**src/rtl/denoise_pkg.sv**
```systemverilog
// Shared types and defaults for the denoise outlier path.
package denoise_pkg;

    localparam int unsigned N_DEFAULT           = 16;
    localparam int unsigned DONE_SETTLE_DEFAULT = 2;

    typedef enum logic [1:0] {
        IDLE,
        DRAIN,
        FLUSH,
        FINISHED
    } drain_state_e;

endpackage

```
**src/rtl/outlier_drain_if.sv**
```systemverilog
// Drain-side bundle: outlier FIFO read port, controller status, output stream and status.
interface outlier_drain_if
    import denoise_pkg::*;
#(
    parameter int unsigned N = N_DEFAULT
);

    logic         fifo_empty;
    logic [N-1:0] fifo_dout;
    logic         fifo_rd_en;
    logic         ctrl_done;
    logic [N-1:0] m_data;
    logic         m_valid;
    logic         m_ready;
    logic         m_last;
    logic [N-1:0] outlier_count;
    logic         finished;

    modport master (
        input  fifo_empty, fifo_dout, ctrl_done, m_ready,
        output fifo_rd_en, m_data, m_valid, m_last, outlier_count, finished
    );

    modport slave (
        output fifo_empty, fifo_dout, ctrl_done, m_ready,
        input  fifo_rd_en, m_data, m_valid, m_last, outlier_count, finished
    );

endinterface

```
**src/rtl/outlier_drain_buf.sv**
```systemverilog
// Local FIFO holding outlier indices between the outlier-FIFO return path and the stream.
module drain_buf #(
    parameter int unsigned N         = 16,
    parameter int unsigned BUF_DEPTH = 4
) (
    input  logic                        clock,
    input  logic                        reset,
    input  logic                        push,
    input  logic [N-1:0]                push_data,
    input  logic                        pop,
    output logic [$clog2(BUF_DEPTH):0]  occ,
    output logic [N-1:0]                head
);

    localparam int unsigned AW = $clog2(BUF_DEPTH);

    logic [N-1:0]  mem [BUF_DEPTH];
    logic [AW-1:0] wr_ptr;
    logic [AW-1:0] rd_ptr;

    // Pointers wrap naturally; push and pop together leave occupancy unchanged.
    always_ff @(posedge clock) begin
        if (reset) begin
            wr_ptr <= '0;
            rd_ptr <= '0;
            occ    <= '0;
        end else begin
            if (push) wr_ptr <= wr_ptr + 1'b1;
            if (pop)  rd_ptr <= rd_ptr + 1'b1;
            if (push && !pop)      occ <= occ + 1'b1;
            else if (pop && !push) occ <= occ - 1'b1;
        end
    end

    always_ff @(posedge clock) begin
        if (push) mem[wr_ptr] <= push_data;
    end

    assign head = mem[rd_ptr];

endmodule

```
**src/rtl/outlier_drain.sv**
```systemverilog
// Drains the outlier-position FIFO into a valid/ready stream with an end-of-stream marker.
module outlier_drain
    import denoise_pkg::*;
#(
    parameter int unsigned N            = N_DEFAULT,
    parameter int unsigned FIFO_LATENCY = 1,
    parameter int unsigned BUF_DEPTH    = 4,
    parameter int unsigned DONE_SETTLE  = DONE_SETTLE_DEFAULT
) (
    input  logic            clock,
    input  logic            reset,
    outlier_drain_if.master bus
);

    localparam int unsigned AW = $clog2(BUF_DEPTH);
    localparam int unsigned OW = AW + 1;
    localparam int unsigned IW = OW + 1;
    localparam int unsigned DW = $clog2(DONE_SETTLE + 1);

    drain_state_e            state;
    logic [FIFO_LATENCY-1:0] inflight_sr;
    logic [DW-1:0]           done_cnt;
    logic [OW-1:0]           occ;
    logic [N-1:0]            head;
    logic [N-1:0]            count;
    logic [IW-1:0]           inflight;
    logic                    rd_en;
    logic                    push;
    logic                    handshake;
    logic                    end_cond;
    logic                    valid;
    logic                    last;

    drain_buf #(
        .N         (N),
        .BUF_DEPTH (BUF_DEPTH)
    ) u_buf (
        .clock     (clock),
        .reset     (reset),
        .push      (push),
        .push_data (bus.fifo_dout),
        .pop       (handshake),
        .occ       (occ),
        .head      (head)
    );

    always_comb begin
        inflight = '0;
        for (int i = 0; i < int'(FIFO_LATENCY); i++) begin
            inflight = inflight + IW'(inflight_sr[i]);
        end
    end

    // The last buffered entry is held back in DRAIN until its last-ness is known.
    always_comb begin
        push      = inflight_sr[FIFO_LATENCY-1];
        end_cond  = (done_cnt >= DW'(DONE_SETTLE)) && bus.fifo_empty && (inflight_sr == '0);
        rd_en     = (state == DRAIN) && !bus.fifo_empty
                    && ((IW'(occ) + inflight) < IW'(BUF_DEPTH));
        valid     = ((state == DRAIN) && (occ >= OW'(2)))
                    || ((state == FLUSH) && (occ != '0));
        last      = (state == FLUSH) && (occ == OW'(1));
        handshake = valid && bus.m_ready;
    end

    assign bus.fifo_rd_en    = rd_en;
    assign bus.m_valid       = valid;
    assign bus.m_last        = last;
    assign bus.m_data        = valid ? head : '0;
    assign bus.outlier_count = count;
    assign bus.finished      = (state == FINISHED);

    always_ff @(posedge clock) begin
        if (reset) begin
            state       <= IDLE;
            inflight_sr <= '0;
            done_cnt    <= '0;
            count       <= '0;
        end else begin
            inflight_sr <= (inflight_sr << 1) | FIFO_LATENCY'(rd_en);

            if (!bus.ctrl_done)                    done_cnt <= '0;
            else if (done_cnt < DW'(DONE_SETTLE))  done_cnt <= done_cnt + 1'b1;

            if (handshake && (count != '1)) count <= count + 1'b1;

            case (state)
                IDLE: begin
                    if (end_cond)             state <= FINISHED;
                    else if (!bus.fifo_empty) state <= DRAIN;
                end
                DRAIN: begin
                    if (end_cond) state <= FLUSH;
                end
                FLUSH: begin
                    // An empty flush can only follow a spurious empty deassertion; close the stream.
                    if ((handshake && last) || (occ == '0)) state <= FINISHED;
                end
                FINISHED: state <= FINISHED;
                default:  state <= IDLE;
            endcase
        end
    end

endmodule

```
**src/flat_wrapper.sv**
```systemverilog
// flat-port wrapper written by rule: the top's interface ports become plain ports
module outlier_drain_flat import denoise_pkg::*;
#(
    parameter int unsigned N            = N_DEFAULT,
    parameter int unsigned FIFO_LATENCY = 1,
    parameter int unsigned BUF_DEPTH    = 4,
    parameter int unsigned DONE_SETTLE  = DONE_SETTLE_DEFAULT
)
  (clock, reset, bus_fifo_empty, bus_fifo_dout, bus_ctrl_done, bus_m_ready, bus_fifo_rd_en, bus_m_data, bus_m_valid, bus_m_last, bus_outlier_count, bus_finished);
  outlier_drain_if #(.N(N)) bus_i ();
  input  logic clock;
  input  logic reset;
  input wire logic [$bits(bus_i.fifo_empty)-1:0] bus_fifo_empty;
  input wire logic [$bits(bus_i.fifo_dout)-1:0] bus_fifo_dout;
  input wire logic [$bits(bus_i.ctrl_done)-1:0] bus_ctrl_done;
  input wire logic [$bits(bus_i.m_ready)-1:0] bus_m_ready;
  output wire logic [$bits(bus_i.fifo_rd_en)-1:0] bus_fifo_rd_en;
  output wire logic [$bits(bus_i.m_data)-1:0] bus_m_data;
  output wire logic [$bits(bus_i.m_valid)-1:0] bus_m_valid;
  output wire logic [$bits(bus_i.m_last)-1:0] bus_m_last;
  output wire logic [$bits(bus_i.outlier_count)-1:0] bus_outlier_count;
  output wire logic [$bits(bus_i.finished)-1:0] bus_finished;
  assign bus_i.fifo_empty = bus_fifo_empty;
  assign bus_i.fifo_dout = bus_fifo_dout;
  assign bus_i.ctrl_done = bus_ctrl_done;
  assign bus_i.m_ready = bus_m_ready;
  assign bus_fifo_rd_en = bus_i.fifo_rd_en;
  assign bus_m_data = bus_i.m_data;
  assign bus_m_valid = bus_i.m_valid;
  assign bus_m_last = bus_i.m_last;
  assign bus_outlier_count = bus_i.outlier_count;
  assign bus_finished = bus_i.finished;
  outlier_drain #(.N(N), .FIFO_LATENCY(FIFO_LATENCY), .BUF_DEPTH(BUF_DEPTH), .DONE_SETTLE(DONE_SETTLE)) u_core (.clock(clock), .reset(reset), .bus(bus_i));
endmodule
```
**config.mk**
```make
export PLATFORM = sky130hd
export DESIGN_NAME = outlier_drain_flat
export DESIGN_NICKNAME = d
export VERILOG_FILES = /design/src/rtl/denoise_pkg.sv /design/src/rtl/outlier_drain_if.sv /design/src/rtl/outlier_drain_buf.sv /design/src/rtl/outlier_drain.sv /design/src/flat_wrapper.sv
export SDC_FILE = /design/constraint.sdc
export NUM_CORES = 1
export LEC_CHECK = 0
export BUFFER_PORTS_ARGS = -buffer_cell sky130_fd_sc_hd__buf_4
export CAP_MARGIN = 0
export CORE_ASPECT_RATIO = 0.7
export CORE_MARGIN = 3
export CORE_UTILIZATION = 52
export DETAILED_ROUTE_END_ITERATION = 10
export PLACE_DENSITY_LB_ADDON = 0.2
export SETUP_SLACK_MARGIN = 0.02
export SYNTH_ARGS = -nofsm -noshare
export SYNTH_HDL_FRONTEND = slang
export SYNTH_SLANG_ARGS = --single-unit
```
**constraint.sdc**
```tcl
create_clock -name clock -period 2.6 [get_ports clock]
set_input_delay 0.39 -clock clock [delete_from_list [all_inputs] [get_ports clock]]
set_output_delay 0.39 -clock clock [all_outputs]
set_load 0.05 [all_outputs]
```
==> Word-level counts from Yosys, hierarchy flattened <==
Memories as Yosys holds them, arrays and structs flattened. A register that Yosys moved wholly into a read port is not among the register bits.
Index checks and enable logic that the tools add are counted.
{ "classes": {"addsub": 7, "order_cmp": 4, "eq_ne": 8, "n_mux": 12, "n_bitwise": 2, "reduce_logical": 23} }
{ "ops": {"columns": ["op", "count"], "rows": [
  ["16-bit by 1-bit adder with 16-bit output, second input constant", 1],
  ["16-bit two-way mux", 1],
  ["16-bit != test, second input constant", 1],
  ["1-bit logical AND", 12],
  ["2-bit two-way mux", 6],
  ["2-bit case mux with 4 select lines", 1],
  ["2-bit by 1-bit adder with 2-bit output, second input constant", 3],
  ["3-bit two-way mux", 2],
  ["3-bit by 1-bit adder with 4-bit output", 1],
  ["2-bit == test, second input constant", 2],
  ["4-bit by 3-bit < comparator with 1-bit output, second input constant", 1],
  ["3-bit by 1-bit adder with 3-bit output, second input constant", 1],
  ["3-bit by 1-bit == test with 1-bit output, second input constant", 1],
  ["3-bit by 2-bit greater-or-equal comparator with 1-bit output, second input constant", 1],
  ["1-bit zero test", 3],
  ["3-bit zero test", 1],
  ["3-bit by 2-bit != test with 1-bit output, second input constant", 1],
  ["3-bit AND reduction", 1],
  ["3-bit nonzero test", 1],
  ["3-bit by 1-bit subtractor with 3-bit output, second input constant", 1],
  ["2-bit by 1-bit == test with 1-bit output, second input constant", 1],
  ["2-bit greater-or-equal comparator, second input constant", 1],
  ["2-bit zero test", 1],
  ["1-bit logical OR", 2],
  ["other kinds (7)", 9]
]} }
{ "word_totals": {"reg_bits": 28, "mem_bits_rw": 64, "in_bits": 21, "out_inout_bits": 36, "wordCells": 64, "mem_count": 1} }
{ "mem_list": {"columns": ["name", "words", "word_bits", "read_ports", "rd_ports_with_merged_regs", "write_ports", "line", "source"], "rows": [
  ["u_core.u_buf.mem", 4, 16, 1, 1, 1, "outlier_drain_buf.sv:17", "logic [N-1:0] mem [BUF_DEPTH];"]
]} }

==> Depth between registers and ports, before layout <==
{ "logic_depth": {"word_depth": 8, "mapped_depth": 12, "depth_no_buf": 10} }

==> Modules after synthesis <==
Synthesis repeated with hierarchy kept, for this count alone.
{ "hier_totals": {"hier_cells": 284, "hier_area_um2": 4170.2} }
{ "by_module_without_submodules": {"columns": ["mod", "n_inst", "cells_per_inst", "area_each_um2", "seq_area_each_um2"], "rows": [
  ["drain_buf", 1, 126, 2762.6, 2102.0],
  ["outlier_drain", 1, 158, 1407.6, 420.4]
]} }

==> Least setup slack after synthesis <==
OpenSTA, ideal clock, no wires.
{ "synth_timing": {"path_type": "reg2out", "startpoint": "reg u_core.u_buf.occ[1]", "endpoint": "out bus_m_last", "arrival_ps": 2159, "required_ps": 2210, "setup_slack_ps": 51, "stages_incl_launch_ff": 4, "path_buffers": 0, "path_cell_list": "dfxtp_1 > inv_1 > ha_1 > nor4b_1"} }
{ "synth_via": {"elab_chain_len": 2} }
{ "synth_lines": {"columns": ["element", "line", "source"], "rows": [
  ["start, declared", "outlier_drain_buf.sv:11", "output logic [$clog2(BUF_DEPTH):0] occ,"],
  ["start signal, assigned", "outlier_drain_buf.sv:30", "if (push && !pop) occ <= occ + 1'b1;"],
  ["start signal, assigned", "outlier_drain_buf.sv:31", "else if (pop && !push) occ <= occ - 1'b1;"],
  ["3-bit by 1-bit == test with 1-bit output", "outlier_drain.sv:62", "last = (state == FLUSH) && (occ == OW'(1));"],
  ["1-bit logical AND", "outlier_drain.sv:62", null],
  ["end, declared", "flat_wrapper.sv:20", "output wire logic [$bits(bus_i.m_last)-1:0] bus_m_last;"]
]} }
No other way between the ends.

==> Final worst setup path <==
{ "layout_timing": {"startpoint": "reg u_core.u_buf.occ[0]", "endpoint": "reg u_core.u_buf.occ[1]"} }
{ "layout_via": {"elab_chain_len": 7, "word_cells_on_any_way": 14, "cone_classes": "2 x add/sub; 1 x order compare; 2 x mux; 9 x reduce/logical"} }
{ "layout_lines": {"columns": ["element", "line", "source"], "rows": [
  ["3-bit by 2-bit greater-or-equal comparator with 1-bit output or 3-bit nonzero test (tied branches)", "outlier_drain.sv:60, outlier_drain.sv:61", null],
  ["1-bit logical AND, on equally long branches", "outlier_drain.sv:60, outlier_drain.sv:61", null],
  ["1-bit logical OR", "outlier_drain.sv:61", "|| ((state == FLUSH) && (occ != '0));"],
  ["1-bit logical AND", "outlier_drain.sv:63", "handshake = valid && bus.m_ready;"],
  ["1-bit zero test", "outlier_drain_buf.sv:30", null],
  ["1-bit logical AND", "outlier_drain_buf.sv:30", null],
  ["3-bit two-way mux or 2-bit nonzero test (tied branches)", null, null]
]} }
Parallel ways exist; a longest one is shown, timed or not. The select of a mux whose other input is x is not followed.
A chain may end at the register's enable or synchronous reset.

==> metrics.md <==
| Metric | Value |
|---|---|
| Final design utilization | `66.59%` |
| Final Net Count | `392` |
| FF+latch count, synth | `94` |
| Final Max Tran Viols | `0` |
| Sequential element share of the synthesized area | `62.03%` |
| Slew @ Worst Pin | `0.6724 ns` |
| Startpoint types | `flip-flop` |
| RD Place Congestion | `0.8315` |
| Area contributors post-synth | `edfxtp_1, dfxtp_1, mux4_2` |
| Setup Viol. Count Final | `0` |
| CTS tree | `yes` |
| Max_slew headroom | `55.01%` |
| Initial DRC Count | `136` |
| GRT overflow | `0` |
| Most used cell, CP | `ha_1` |
| CTS clk-pin slew, worst paths | `0.10 ns` |
| FMAX | `415.7 MHz` |
| IO Count | `57` |
| Clk_lat worst skew | `0.37 ns` |
| Cell chain of the critical path | `inv_1 > ha_1 > ha_1 > nor3b_4 > buf_4 > a2bb2oi_4 > ha_1 > xor2_1 > nor2_1 > a21oi_1 > nor2_1` |
| Slowest cell on crit path | `a2bb2oi_4` |
| LEAKAGE | `0.001746 µW` |
| Yosys warnings | `0` |
| Worst Path Arrival | `2.65 ns` |
| Level count of the clock H-tree | `3` |
| First-pass GRT wire length | `12030 µm` |
| RSZ-0062 raised after global routing | `false` |
| Fill count | `544` |
| Final Routed Wirelength | `7689 µm` |
| Total CTS buffers | `9` |
| Element type at the critical path end | `flip-flop` |
| Hold Vio Cnt, Final | `0` |
| Layout cell share with drive strength beyond 1 | `33.24%` |
| DRC viols | `0` |
| Crit path required time | `2.85 ns` |
| Tcrit/Tclk final | `92.53%` |
| Status | `finished clean` |
| Post-synth EDFFs | `64` |
| Mapped Area | `4066 µm²` |
| Max cap viols | `0` |
| Crit Path Max Fanout | `30` |
| Worst vdd ir | `337.8 µV` |
| Synth top cells by count | `edfxtp_1, dfxtp_1, nor2b_1` |
| Core ar. | `7450 µm²` |
| Post-Syn Nets | `327` |
| Clk_skew | `0.009723 ns` |
| Drt pass-1 iters | `5` |
| N_diodes | `0` |
| Crit path largest cell delay | `0.55 ns` |
| Post-Syn Area per Cell | `13.83 µm²` |
| CTS sink cnt | `94` |
| Ys async rst share | `0%` |
| Antenna violations before repair | `0` |
| Area growth, synth to finish | `22.00%` |
| DR WL/cell | `16.64 µm` |
| Leading cell type by number of instances after synthesis | `edfxtp_1` |
| Pwr Density | `610.6 nW/µm²` |
| Tmin final | `2.406 ns` |
| Syn Inst Count | `294` |
| Root Buffer | `clkbuf_8` |
| Largest net degree at the start of global routing | `35` |
| Vias | `2580` |
| Inst Count DP | `443` |
| Die area | `8934 µm²` |
| Post-synth top area cell | `edfxtp_1` |
| Post-DP HPWL | `5102 µm` |
| Global-route usage over all layers | `17.47%` |
| Top FF cell, synth | `edfxtp_1` |
| Final ANT Viol Nets | `0` |
| Vias/cell | `5.584` |
| Worst Hold Class | `input pin to flip-flop` |
| Layout Cells excl Fill | `462` |
| FP Rows | `26` |
| Yosys cell types | `41` |
| Die Width | `111.7 µm` |
| Die Y | `79.99 µm` |
| Initial Util | `54.59%` |
| PortBufs | `56` |
| Top-area cell type share of the netlist area | `47.26%` |
| Vias in the first global route | `2377` |
| Setup CP Type | `flip-flop to flip-flop` |
| Buffer levels on the longest clock path | `2` |
## what timing repair did
action	CTS	global route
setup buffers	0	2
setup endpoints to repair	5	16
pin swaps	0	2
gates cloned	0	1
gates resized for setup	4	41
hold buffers	0	0
endpoints found under the hold margin	0	0
## critical path, delay by kind of cell (launching register included)
kind                       cells  cell delay (ns)
AOI/OAI and AO/OA              2             0.66
DFF                            1             0.37
xor gates and xnor gates       1             0.18
adders and majority gates      3             0.69
and+or+nand+nor                3             0.17
buffers and inverters          2             0.23
## path summary, 6_finish.rpt
check	startpoint	end	slack (ns)	cells after the start
hold reg to reg	u_core.done_cnt[1]	u_core.done_cnt[1]	0.50	2
hold / removal	bus_fifo_dout[7]	u_core.u_buf.mem[2][7]	0.22	1
setup reg to reg	u_core.u_buf.occ[0]	u_core.u_buf.occ[1]	0.19	11
setup / recovery	u_core.u_buf.occ[0]	u_core.u_buf.occ[1]	0.19	11
## through the flow
stage / hold WS, ns / TNS (ns) / setup WS [ns] / cell area [µm²] / power (µW)
floorplan: 0.4591 / 0 / 0.05080 / 4066 / 1963
global placement: 0.4760 / 0 / 0.02495 / 4604 / 2074
detailed placement: 0.4864 / -0.1003 / -0.05890 / 4604 / 2085
CTS: 0.2068 / 0 / 0.04261 / 4811 / 3002
global route: 0.1917 / 0 / 0.03204 / 4961 / 3164
finish: 0.2181 / 0 / 0.1941 / 4961 / 3029
## final cells by class
class	instances	area, µm²	share of cell area [%]
Clock buffer	9	123.9	2.497
Clock inverter	7	62.56	1.261
Inverter	13	48.80	0.9836
Timing Repair Buffer	67	570.5	11.50
Tap cell	98	122.6	2.472
Sequential cell	94	2530	51.00
Multi-Input combinational cell	174	1503	30.29
## power by group
group          internal (µW)  switching [µW]  total, µW
clock network            369             541        911
logic                    199             268        467
registers               1630            26.1       1650
total                   2190             835       3030
## state kept, by name (all words and copies together), names as in the netlist, named ones only
| signal | count |
|---|---|
| u_core.bus.outlier_count | 16 |
| u_core.done_cnt | 2 |
| u_core.inflight_sr | 1 |
| u_core.state | 2 |
| u_core.u_buf.mem | 64 |
| u_core.u_buf.occ | 3 |
| u_core.u_buf.rd_ptr | 2 |
| u_core.u_buf.wr_ptr | 2 |
## cells by family after synthesis
kind of cell | count (synthesis) | share of synthesized area (%)
AOI/OAI and AO/OA | 32 | 4.862
xor gates and xnor gates | 5 | 1.077
adders and majority gates | 12 | 3.692
buffers and inverters | 26 | 2.800
DFF | 94 | 62.03
muxes | 23 | 10.77
and+or+nand+nor | 102 | 14.77
## metal layers
metal	global-route usage [%]	part of all wire [%]	vias up
met3	5.455	5.6	10
met2	27.57	49	63
met1	23.66	45	1260
met4	4.739	0.96	0
met5	0	0	-
li1	-	-	1247
## placed cells by master (no fill, tap or decap), types with 2 or more instances in the layout
| cell | netlist | final |
|---|---|---|
| a21oi_1 | 15 | 15 |
| and2_1 | 6 | 6 |
| and4_1 | 3 | 3 |
| buf_4 | 1 | 50 |
| buf_6 | 1 | 16 |
| clkbuf_8 | 0 | 9 |
| clkinv_4 | 0 | 2 |
| dfxtp_1 | 30 | 28 |
| dfxtp_4 | 0 | 2 |
| edfxtp_1 | 64 | 64 |
| ha_1 | 12 | 12 |
| inv_1 | 13 | 13 |
| inv_6 | 0 | 2 |
| inv_8 | 0 | 2 |
| mux2_1 | 6 | 6 |
| mux4_2 | 16 | 16 |
| nand2_1 | 7 | 7 |
| nand2b_1 | 3 | 3 |
| nand3_1 | 4 | 4 |
| nand3b_1 | 2 | 2 |
| nand4_1 | 6 | 6 |
| nor2_1 | 20 | 19 |
| nor2b_1 | 24 | 9 |
| nor2b_2 | 0 | 14 |
| nor3_2 | 1 | 2 |
| nor4_1 | 8 | 8 |
| nor4b_1 | 2 | 2 |
| o21ai_0 | 5 | 5 |
| o31ai_1 | 7 | 7 |
| or3_1 | 3 | 3 |
| or4_1 | 7 | 7 |
| xnor2_1 | 2 | 2 |
| xor2_1 | 3 | 3 |
(Power assumes the default switching activity.)
